<file path="config.mk">
export PLATFORM = sky130hd
export DESIGN_NAME = ex_mem_latch
export DESIGN_NICKNAME = d
export VERILOG_FILES = /design/src/rtl/ex_mem_latch.sv
export SDC_FILE = /design/constraint.sdc
export NUM_CORES = 1
export LEC_CHECK = 0
export CAP_MARGIN = 30
export CORE_UTILIZATION = 41
export DETAILED_ROUTE_END_ITERATION = 8
export MAX_ROUTING_LAYER = met4
export PLACE_DENSITY = 0.77
export SLEW_MARGIN = 30
export SYNTH_ARGS = -nofsm -noshare
export SYNTH_HDL_FRONTEND = slang
export SYNTH_SLANG_ARGS = --single-unit
</file>
<file path="constraint.sdc">
create_clock -name clk -period 5.4 [get_ports clk]
set_input_delay 0.54 -clock clk [delete_from_list [all_inputs] [get_ports clk]]
set_output_delay 0.54 -clock clk [all_outputs]
set_load 0.1 [all_outputs]
</file>
<file path="src/rtl/ex_mem_latch.sv">
// EX->MEM pipeline register of the Vespa core.
// Latches the ALU result, store data, destination and memory/writeback controls.
// Resolves conditional branches from the ALU's registered flags.
// Drives the EX->EX forwarding path and counts retiring instructions.
module ex_mem_latch #(
    parameter int WIDTH      = 32,
    parameter int REG_ADDR_W = 5
) (
    input  logic                  clk,
    input  logic                  reset,
    input  logic                  i_Stall,
    input  logic                  i_Flush,
    input  logic                  i_Valid,
    input  logic [WIDTH-1:0]      i_ALU_rslt,
    input  logic [3:0]            i_CCodes,
    input  logic [WIDTH-1:0]      i_StoreData,
    input  logic [REG_ADDR_W-1:0] i_Rd,
    input  logic                  i_RegWE,
    input  logic                  i_MemRE,
    input  logic                  i_MemWE,
    input  logic                  i_IsBranch,
    input  logic [3:0]            i_BrCond,
    input  logic [WIDTH-1:0]      i_BrTarget,
    output logic [WIDTH-1:0]      o_ALU_rslt,
    output logic [WIDTH-1:0]      o_StoreData,
    output logic [REG_ADDR_W-1:0] o_Rd,
    output logic                  o_RegWE,
    output logic                  o_MemRE,
    output logic                  o_MemWE,
    output logic                  o_Valid,
    output logic                  o_BrTaken,
    output logic [WIDTH-1:0]      o_BrTarget,
    output logic                  o_Fwd_Valid,
    output logic [REG_ADDR_W-1:0] o_Fwd_Rd,
    output logic [WIDTH-1:0]      o_Fwd_Data,
    output logic [31:0]           o_InstCnt
);

    // Branch condition evaluation; flags are {V, C, N, Z} from bit 3 down to bit 0.
    function automatic logic br_cond(input logic [3:0] cond, input logic [3:0] cc);
        logic z, n, c, v;
        logic res;
        z = cc[0];
        n = cc[1];
        c = cc[2];
        v = cc[3];
        case (cond)
            4'h0:    res = 1'b0;
            4'h1:    res = 1'b1;
            4'h2:    res = z;
            4'h3:    res = ~z;
            4'h4:    res = c;
            4'h5:    res = ~c;
            4'h6:    res = v;
            4'h7:    res = ~v;
            4'h8:    res = n;
            4'h9:    res = ~n;
            4'hA:    res = (n == v);
            4'hB:    res = (n != v);
            4'hC:    res = ~z & (n == v);
            4'hD:    res = z | (n != v);
            default: res = 1'b0;
        endcase
        return res;
    endfunction

    logic [WIDTH-1:0]      alu_p1;
    logic [WIDTH-1:0]      store_p1;
    logic [REG_ADDR_W-1:0] rd_p1;
    logic                  regwe_p1;
    logic                  memre_p1;
    logic                  memwe_p1;
    logic                  vld_p1;
    logic                  br_taken_p1;
    logic [WIDTH-1:0]      target_p1;
    logic [31:0]           inst_cnt_p1;

    // Counter base kept as a named net so the increment path is easy to observe.
    logic [31:0]           cnt_base;
    logic [31:0]           cnt_next;

    assign cnt_base = inst_cnt_p1;
    assign cnt_next = cnt_base + {31'b0, i_Valid};

    // ---- EX -> MEM stage boundary ----
    // Register update with priority reset > flush > stall > load.
    always_ff @(posedge clk or posedge reset) begin
        if (reset) begin
            alu_p1      <= '0;
            store_p1    <= '0;
            rd_p1       <= '0;
            regwe_p1    <= 1'b0;
            memre_p1    <= 1'b0;
            memwe_p1    <= 1'b0;
            vld_p1      <= 1'b0;
            br_taken_p1 <= 1'b0;
            target_p1   <= '0;
            inst_cnt_p1 <= '0;
        end else if (i_Flush) begin
            // Bubble: clear controls and data; the retire count is untouched.
            alu_p1      <= '0;
            store_p1    <= '0;
            rd_p1       <= '0;
            regwe_p1    <= 1'b0;
            memre_p1    <= 1'b0;
            memwe_p1    <= 1'b0;
            vld_p1      <= 1'b0;
            br_taken_p1 <= 1'b0;
            target_p1   <= '0;
        end else if (!i_Stall) begin
            alu_p1      <= i_ALU_rslt;
            store_p1    <= i_StoreData;
            rd_p1       <= i_Rd;
            regwe_p1    <= i_RegWE & i_Valid;
            memre_p1    <= i_MemRE & i_Valid;
            memwe_p1    <= i_MemWE & i_Valid;
            vld_p1      <= i_Valid;
            br_taken_p1 <= i_Valid & i_IsBranch & br_cond(i_BrCond, i_CCodes);
            target_p1   <= i_BrTarget;
            inst_cnt_p1 <= cnt_next;
        end
    end

    assign o_ALU_rslt  = alu_p1;
    assign o_StoreData = store_p1;
    assign o_Rd        = rd_p1;
    assign o_RegWE     = regwe_p1;
    assign o_MemRE     = memre_p1;
    assign o_MemWE     = memwe_p1;
    assign o_Valid     = vld_p1;
    assign o_BrTaken   = br_taken_p1;
    assign o_BrTarget  = target_p1;
    assign o_InstCnt   = inst_cnt_p1;

    // Loads are excluded from forwarding; their data only exists after MEM.
    assign o_Fwd_Valid = vld_p1 & regwe_p1 & ~memre_p1;
    assign o_Fwd_Rd    = rd_p1;
    assign o_Fwd_Data  = alu_p1;

endmodule
</file>
==> key figures <==
Setup path
  – Critical path class: register to primary output
  – Critical Path End Type: primary output
  – Startpoint type of the worst setup path: register
  – Worst EP arrival: 2.08 ns
  – R2r worst-path depth: 6
  – CP delay by family, top: buffers and inverters
  – Slowest stage delay, CP: 1.16 ns
  – Worst r2r src: o_InstCnt[0]$_DFFE_PP0P_
  – Critical Path Stages: 2
  – End point of the critical path: o_Fwd_Valid
  – Crit path from: o_MemRE$_DFFE_PP0P_
  – Crit-path slowest cell: clkdlybuf4s50_1
  – Critical-path maximum fanout: 3
  – Crit path buf inv count: 1
  – CP required: 4.86 ns
  – Crit path cell chain: nor2_1 -> clkdlybuf4s50_1
  – Reg2reg end: o_InstCnt[22]$_DFFE_PP0P_
  – FF-to-FF setup slack: 3.09 ns

Floorplan
  – Total die area: 15570 sq um
  – Core area: 14640 sq um
  – Initial Utilization: 42.20%
  – Chip width: 124.8 um
  – FP Rows: 44
  – IO Pins: 294
  – Die height: 124.8 um

Synth
  – Primary FF master, synth: dfrtp_1
  – Async SR Flop Fraction: 100.0%
  – Synthesis warning total: 0
  – Net Count, Synth: 664
  – Sequential area share after synthesis: 55.88%
  – Yosys cell types: 37
  – Post-synth EDFFs: 0
  – Mapped cell area: 6180 sq um
  – Avg Cell Area, Syn: 11.36 sq um
  – Mapped Cells: 544
  – Seq cells post-synth: 138

Finish
  – Number of fill cells: 1103
  – Area Growth Syn to Fin: 54.14%
  – N_diodes: 0
  – Register area: 3453 sq um
  – Multi-input logic area: 2298 sq um
  – Layout cells sized above 1: 5.597%
  – Final Util: 65.05%
  – Final net count: 912

GRT
  – GRT overflow: 0
  – GRT Total Usage: 22.56%
  – Initial antenna violation count: 0
  – Pin count of the biggest net entering global routing: 107
  – Number of global-route vias before repair: 4999
  – First-pass GRT wire length: 26630 um

Outcome
  – Outcome: complete, but fails checks
  – Failing checks: design-rule violations

STA
  – Final TNS setup: 0 ns
  – Max Clk Rate: 0.3821 GHz
  – Fin. max-slew vios: 0
  – Fin. Hold Viols: 0
  – Clk_skew: 0.004047 ns
  – Tightest Pin Transition: 1.029 ns
  – RSZ-0062 raised after global routing: false
  – Fin crit period: 2.617 ns
  – Rel. slew slack: 31.16%
  – Crit share post-route: 48.46%
  – Final setup vio count: 0

Clock network
  – Clk buf depth: 2
  – Skew-Pair Late Insertion Delay: 0.41 ns
  – # H-tree levels: 4
  – Clk slew on worst S/H paths: 0.06 ns
  – CTS tree: done
  – Post-CTS Setup Bufs: 0
  – Clk sink count: 138
  – CTS resizes: 0
  – Hold buffers post-CTS: 0
  – Root Buffer: clkbuf_16
  – Total CTS buffers: 17

Power
  – Worst vdd ir: 0.0002138 V
  – Static Leak: 0.004426 uW
  – Power per Cell Area: 339.1 nW/um^2

Detailed routing
  – Post-route ant nets: 0
  – WL final: 16280 um
  – Number of remaining DRC errors: 49
  – Via/cell ratio: 4.888
  – Per-cell routed wire length: 16.47 um
  – First-pass DRT Iterations: 6
  – Vias: 4829
  – 1st-iter DRT viols: 334

Flow run
  – Max_cap viols: 0

Hold path
  – Worst Hold Class: primary input to register

Place
  – PortBufs: 293
  – Gp weighted congestion: 0.8459
  – Detailed-placement wirelength estimate: 11640 um
==> worst reg2reg max path: cells and delay by family, from the launching register on <==
kind	cells	cell delay, ns
simple gates	3	1.35
flops	1	0.37
fa+ha+maj	2	0.34
xor+xnor	1	0.16
==> flip-flops by register name, summed over array words and instances, names as in the netlist <==
| register | count |
|---|---|
| o_Fwd_Rd | 5 |
| o_MemWE | 1 |
| o_MemRE | 1 |
| o_ALU_rslt | 32 |
| o_StoreData | 32 |
| o_BrTarget | 32 |
| o_Valid | 1 |
| o_RegWE | 1 |
| o_InstCnt | 32 |
| o_BrTaken | 1 |
==> Yosys cell counts, types with 3 or more instances <==
master | number | area share (%)
clkbuf_1 | 13 | 0.79
nor3_1 | 9 | 0.73
buf_1 | 13 | 0.79
a22oi_1 | 3 | 0.36
xnor2_1 | 16 | 2.3
nand4_1 | 4 | 0.40
inv_1 | 7 | 0.43
nor2_1 | 117 | 7.1
nor2b_1 | 3 | 0.30
xor2_1 | 16 | 2.3
nor4_1 | 3 | 0.30
mux2i_1 | 102 | 17
buf_4 | 37 | 4.5
nand2_1 | 14 | 0.85
nand3_1 | 9 | 0.73
and3_1 | 4 | 0.40
a21oi_1 | 3 | 0.24
and4_1 | 4 | 0.57
buf_2 | 3 | 0.24
or3_1 | 3 | 0.30
dfrtp_1 | 138 | 56
mux2_2 | 3 | 0.55
==> layer usage <==
layer	wire (um)	GRT usage, %	up-vias
met1	6554	25.80	2321
met2	8420	38.14	191
met3	982	5.498	28
met5	0	-	-
li1	-	-	2289
met4	318	8.860	0
==> cell type report <==
class,instances,area share (%)
clock buffers,24,5.162
clock inverters,7,0.6962
flip-flops and latches,138,36.25
inverters,7,0.3547
well taps,184,2.417
repair buffers,296,30.99
multi-input cells,332,24.13
==> metrics by stage <==
step           power, uW  worst slack [ns]  hold slack [ns]  area [sq um]  instances
2_1_floorplan       1894             1.164           0.6930          6180        544
3_3_place_gp        2155             2.431           0.4598          8967        957
3_5_place_dp        2164             2.365           0.4637          8966        957
4_1_cts             3260             2.755           0.3815          9524        988
5_1_grt             3349             2.690           0.3968          9525        988
6_report            3230             2.783           0.4021          9525        988
==> power by group <==
part	switching, uW	internal [uW]	leakage, uW
combinational	729	266	0.00232
sequential	49.8	1100	0.00183
clock	411	677	0.000276
total	1190	2040	0.00443
==> cells by family (layout without fill, tap and decap cells) <==
group                      after synthesis  after routing  share of synthesized area [%]
and+or+nand+nor                        179            179                          13.63
adders and majority gates                2              2                         0.4049
AOI/OAI and AO/OA                       14             14                          1.559
xor gates and xnor gates                32             32                          4.535
DFF                                    138            138                          55.88
buffers and inverters                   74            334                          6.925
muxes                                  105            105                          17.07
==> worst min path at each step <==
| stage | startpoint | endpoint | slack [ns] | depth (start not counted) |
|---|---|---|---|---|
| after floorplan | i_ALU_rslt[0] | o_ALU_rslt[0]$_DFFE_PP0P_ | 0.69 | 2 |
| after global placement | o_InstCnt[31]$_DFFE_PP0P_ | o_InstCnt[31]$_DFFE_PP0P_ | 0.46 | 1 |
| after detailed placement | o_InstCnt[31]$_DFFE_PP0P_ | o_InstCnt[31]$_DFFE_PP0P_ | 0.46 | 1 |
| after CTS | i_Flush | o_ALU_rslt[16]$_DFFE_PP0P_ | 0.38 | 2 |
| after global routing | i_Flush | o_BrTarget[31]$_DFFE_PP0P_ | 0.40 | 2 |
| final | i_Flush | o_ALU_rslt[16]$_DFFE_PP0P_ | 0.40 | 2 |
==> cell usage in the layout (no fill, tap or decap), drive strengths merged <==
master,Yosys,final
clkinv,0,5
bufinv,0,1
nor4,7,7
or3,3,3
nand4bb,1,1
mux2i,102,102
buf,54,7
o2111a,1,1
xnor2,16,16
a32oi,1,1
clkinvlp,0,1
nand2,14,14
nor2b,3,3
a31oi,2,2
a21oi,3,3
and3,4,4
or3b,1,1
o21ai,2,2
or4b,1,1
a22oi,3,3
ha,2,2
o211ai,1,1
clkbuf,13,24
nor2,117,117
nand4,5,5
clkdlybuf4s50,0,289
a311oi,1,1
xor2,16,16
nand2b,1,1
nor3,9,9
mux2,3,3
and4,4,4
nand3,9,9
inv,7,7
dfrtp,138,138
(Power assumes the default switching activity.)
